$ cat config.mk
export PLATFORM = sky130hd
export DESIGN_NAME = rfdc_nco_reset_sequencer
export DESIGN_NICKNAME = d
export VERILOG_FILES = /design/src/rtl/rfdc_nco_reset_sequencer.sv
export SDC_FILE = /design/constraint.sdc
export NUM_CORES = 1
export LEC_CHECK = 0
export ABC_CLOCK_PERIOD_IN_PS = 5180
export CAP_MARGIN = 40
export CORE_AREA = 8 8 84 86
export CTS_BUF_LIST = sky130_fd_sc_hd__clkbuf_4
export CTS_CLUSTER_SIZE = 8
export DETAILED_ROUTE_END_ITERATION = 12
export DIE_AREA = 0 0 92 94
export PLACE_DENSITY_LB_ADDON = 0.25
export SYNTH_ARGS = -nofsm -noshare
export SYNTH_HDL_FRONTEND = slang
export SYNTH_SLANG_ARGS = --single-unit
$ cat constraint.sdc
create_clock -name clk -period 5.18 [get_ports clk]
set_input_delay 1.036 -clock clk [delete_from_list [all_inputs] [get_ports clk]]
set_output_delay 1.036 -clock clk [all_outputs]
set_load 0.05 [all_outputs]
$ cat src/rtl/rfdc_nco_reset_sequencer.sv
// rfdc_nco_reset_sequencer: answers start_nco_reset by waiting for SYSREF, requesting per-tile NCO updates,
// collecting acks and reporting done or timeout.
module rfdc_nco_reset_sequencer #(
    parameter int NUM_TILES      = 4,
    parameter int SYSREF_ALIGN   = 1,
    parameter int TIMEOUT_CYCLES = 65535
) (
    input  logic                 clk,
    input  logic                 rst,
    input  logic                 start_nco_reset,
    input  logic                 sysref_pulse,
    input  logic [NUM_TILES-1:0] tile_mask,
    output logic [NUM_TILES-1:0] tile_update_req,
    input  logic [NUM_TILES-1:0] tile_update_ack,
    output logic                 nco_reset_done,
    output logic                 busy,
    output logic                 timeout_err
);
    localparam int CW = $clog2(TIMEOUT_CYCLES + 1);

    typedef enum logic [2:0] {IDLE, WAIT_SYSREF, REQ_TILES, WAIT_ACK, FINISH} state_t;

    state_t               state, state_n;
    logic [CW-1:0]        cnt, cnt_n;
    logic [NUM_TILES-1:0] mask_r, mask_n, acked_r, acked_n, req_n, acks;
    logic                 done_n, busy_n, err_n, tmo, waiting;

    assign acks    = acked_r | (tile_update_ack & mask_r);
    assign waiting = (state == WAIT_SYSREF) || (state == WAIT_ACK);
    // The last allowed cycle in a wait state is the one where the counter shows TIMEOUT_CYCLES-1.
    assign tmo     = cnt == CW'(TIMEOUT_CYCLES - 1);

    always_comb begin
        state_n = state;
        mask_n  = mask_r;
        acked_n = acked_r;
        req_n   = tile_update_req;
        done_n  = nco_reset_done;
        busy_n  = busy;
        err_n   = timeout_err;
        unique case (state)
            IDLE: if (start_nco_reset) begin
                mask_n  = tile_mask;
                acked_n = '0;
                done_n  = 1'b0;
                err_n   = 1'b0;
                busy_n  = 1'b1;
                state_n = (SYSREF_ALIGN != 0) ? WAIT_SYSREF : REQ_TILES;
            end
            WAIT_SYSREF: begin
                state_n = sysref_pulse ? REQ_TILES : tmo ? FINISH : WAIT_SYSREF;
                err_n   = !sysref_pulse && tmo;
            end
            REQ_TILES: begin
                req_n   = mask_r;
                state_n = (mask_r == '0) ? FINISH : WAIT_ACK;
            end
            WAIT_ACK: begin
                acked_n = acks;
                req_n   = tile_update_req & ~(tile_update_ack & mask_r);
                state_n = (acks == mask_r) ? FINISH : tmo ? FINISH : WAIT_ACK;
                err_n   = (acks != mask_r) && tmo;
            end
            FINISH: begin
                req_n   = '0;
                done_n  = 1'b1;
                busy_n  = 1'b0;
                state_n = IDLE;
            end
            default: state_n = IDLE;
        endcase
        cnt_n = (state_n != state || !waiting) ? '0 : cnt + CW'(1);
    end

    always_ff @(posedge clk) begin
        if (rst) begin
            state           <= IDLE;
            cnt             <= '0;
            mask_r          <= '0;
            acked_r         <= '0;
            tile_update_req <= '0;
            nco_reset_done  <= 1'b0;
            busy            <= 1'b0;
            timeout_err     <= 1'b0;
        end else begin
            state           <= state_n;
            cnt             <= cnt_n;
            mask_r          <= mask_n;
            acked_r         <= acked_n;
            tile_update_req <= req_n;
            nco_reset_done  <= done_n;
            busy            <= busy_n;
            timeout_err     <= err_n;
        end
    end
endmodule

==> impl_metrics.toml <==
[run_status]
outcome = "completed"

[pwr]
p_int_mw = 0.363
power_leakage_nw = 0.615
switching_power_mw = 0.140
power.density_nw_per_um2 = 259
p_sw_frac = 0.279
ir_worst_vdd_uv = 93.5
design_power_total_mw = 0.503
pwr-share-seq = 0.562
power_frac_clock = 0.284
combPwrFrac = 0.153

[synthesis]
synthDistinctLibCells = 42
ys.flop_type = "dfxtp_1"
synth-seq-cells = 34
yosysWarnings = 0
async_reset_ff_frac = 0
synthesis.nets = 204
syn_inst = 190
syn_avg_cell_area_sq_um = 8.69
yosysSeqAreaShare = 0.412
syn-cell-area_sq_um = 1650
synth_edf_count = 0

[detailed_routing]
routed_via_density = 4.81
wl_per_cell_um = 12.7
initialDrtViolationCount = 92
postRouteAntennaNets = 0
drc = 0
drt_first_pass_iters = 4
wl_um = 3590
vias = 1356

[setup_path]
cpLargestDelayFamily = "buffers and inverters"
cp_max_fo = 3
cp_num_buf_inv = 1
cp_slowest_cell = "clkdlybuf4s50_1"
cp-start-kind = "register"
critPathMaxStageDelay_ns = 0.81
path_class = "reg -> out"
path_cells = "clkdlybuf4s50_1"
crit_required_ns = 4.14
crit_arrival_ns = 1.51
cp-end-kind = "primary output"

[sta]
fin_setup_tns_ns = 0
rsz0062_at_grt = "false"
final-setup-viol-count = 0
worst_slew_pin_slew_ns = 0.765
maxSlewHeadroom = 0.490
fin_crit_ns = 2.55
finalCritPeriodShare = 0.492
clock_skew_ns = 0.0107
finalHoldViolations = 0
maxSlewViolCount = 0
timing.hold.ws_ns = 0.514
fin_ws_ns = 2.63
fmax_mhz = 393

[flow_run]
max-cap-violations = 0

[clocking]
htreeDepth = 2
postCtsResizedCells = 0
ctsHoldBuffers = 0
cts_buffers = 5
insertion_delay_ns = 0.33
postCtsSetupRepairBufs = 0
cts_tree = "yes"
cts_buffer_depth = 2
clk_pin_slew_worst_paths_ns = 0.10
cts-root-buf = "clkbuf_4"
cts_num_sinks = 34

[placement]
pre_cts_slack_ns = 2.29
dp_hpwl_um = 2510
portBuffers = 18
place_congestion = 0.745

[die]
initial_utilization = 0.287
dieHeight_um = 94
dieArea_sq_um = 8650
core_area_sq_um = 5750
ioPinCount = 19
num_rows = 28
die_w_um = 92

[global_route]
grt_usage = 0.0920
grt_overflow = 0
grt_pass1_wl_um = 6470
grt_pass1_vias = 1382
antenna_found_initial = 0
grt_max_degree = 22

[layout]
nNetsFinal = 221
final.fill_count = 618
n_antenna_cell = 0
synthToLayoutAreaGrowth_pct = 17.6
drive_gt1_frac = 0.0870

[hold_path]
hold_path_class = "reg -> reg"
==> area by class of cell <==
cell class / instances / area, sq um / area share
Sequential cell: 34 / 681 / 0.351
Multi-Input combinational cell: 141 / 908 / 0.468
Timing Repair Buffer: 18 / 180 / 0.0928
Tap cell: 75 / 93.8 / 0.0483
Inverter: 7 / 26.3 / 0.0135
Clock buffer: 7 / 52.6 / 0.0271
==> registers in the layout, indices dropped and copies added, names as in the netlist <==
signal	flops
acked_r	4
busy	1
cnt	16
mask_r	4
nco_reset_done	1
state	3
tile_update_req	4
timeout_err	1
==> placed cells by master, fill, tap and decap left out, types with 5 or more instances in the layout <==
cell / synthesis / layout
nand2_1: 7 / 7
nor2b_1: 5 / 5
o21ai_0: 7 / 7
nor2_1: 25 / 25
dfxtp_1: 34 / 34
a21oi_1: 5 / 5
clkbuf_4: 0 / 7
nand3_1: 9 / 9
xnor2_1: 10 / 10
nor3_1: 17 / 17
clkdlybuf4s50_1: 0 / 18
inv_1: 7 / 7
==> power groups by stage <==
stage | clock [mW] | combinational, mW | sequential, mW
6_report | 0.143 | 0.0773 | 0.283
5_1_grt | 0.163 | 0.0859 | 0.286
4_1_cts | 0.150 | 0.0782 | 0.283
3_5_place_dp | 0 | 0.0778 | 0.289
3_3_place_gp | 0 | 0.0772 | 0.289
2_1_floorplan | 0 | 0.0470 | 0.293
==> final timing paths <==
| path | start | end | slack (ns) | depth (start not counted) |
|---|---|---|---|---|
| max reg2reg | mask_r[3] | cnt[7] | 3.18 | 4 |
| min | timeout_err | timeout_err | 0.51 | 2 |
| min reg2reg | timeout_err | timeout_err | 0.51 | 2 |
| max | tile_update_req[1] | tile_update_req[1] | 2.63 | 1 |
==> worst min-delay path, cell delays in order (launching register included) <==
cell and delay [ns]:
dfxtp_1 0.33, nand4b_1 0.09, o31ai_1 0.06
==> routing by layer <==
layer  vias up  global-route usage  part of all wire
li1        723                   -                 -
met1       607               0.117              0.51
met2        21               0.137              0.43
met3         5              0.0296             0.041
met4         0              0.0443             0.019
met5         -                   0                 0
==> metrics by stage <==
step                      utilization  instance area [sq um]  std cells
after detailed placement        0.329                   1890        275
after CTS                       0.338                   1940        282
final                           0.338                   1940        282
after global placement          0.329                   1890        275
after floorplan                     -                   1650        190
after global routing            0.338                   1940        282
==> cells by family (layout without fill, tap and decap cells) <==
logic type	Yosys count	after routing	share of synthesized area
compound gates	35	35	0.161
xor+xnor	12	12	0.0636
fa+ha+maj	2	2	0.0151
buf+inv	15	32	0.0379
flops	34	34	0.412
mux	4	4	0.0242
simple gates	88	88	0.286
==> cell usage after synthesis, types with 2 or more instances <==
cell	number	share of area
inv_1	7	0.016
o21ai_0	7	0.021
nand3_2	2	0.012
dfxtp_1	34	0.41
xnor2_1	10	0.053
or3_1	4	0.015
or2_2	3	0.011
nand3_1	9	0.027
a211oi_1	2	0.0091
a21oi_1	5	0.015
nor2b_1	5	0.019
xor2_1	2	0.011
clkbuf_1	5	0.011
nand2b_1	2	0.0076
nor4_1	4	0.015
nor3_1	17	0.052
a32oi_1	4	0.021
mux2i_1	4	0.024
nor2_1	25	0.057
ha_1	2	0.015
nand2_1	7	0.016
a2111oi_0	4	0.021
buf_2	2	0.0061
nand4_1	3	0.011
or4_1	2	0.0091
a22oi_1	2	0.0091
o31ai_1	2	0.0091
No activity file was read; power rests on OpenSTA's default activity.
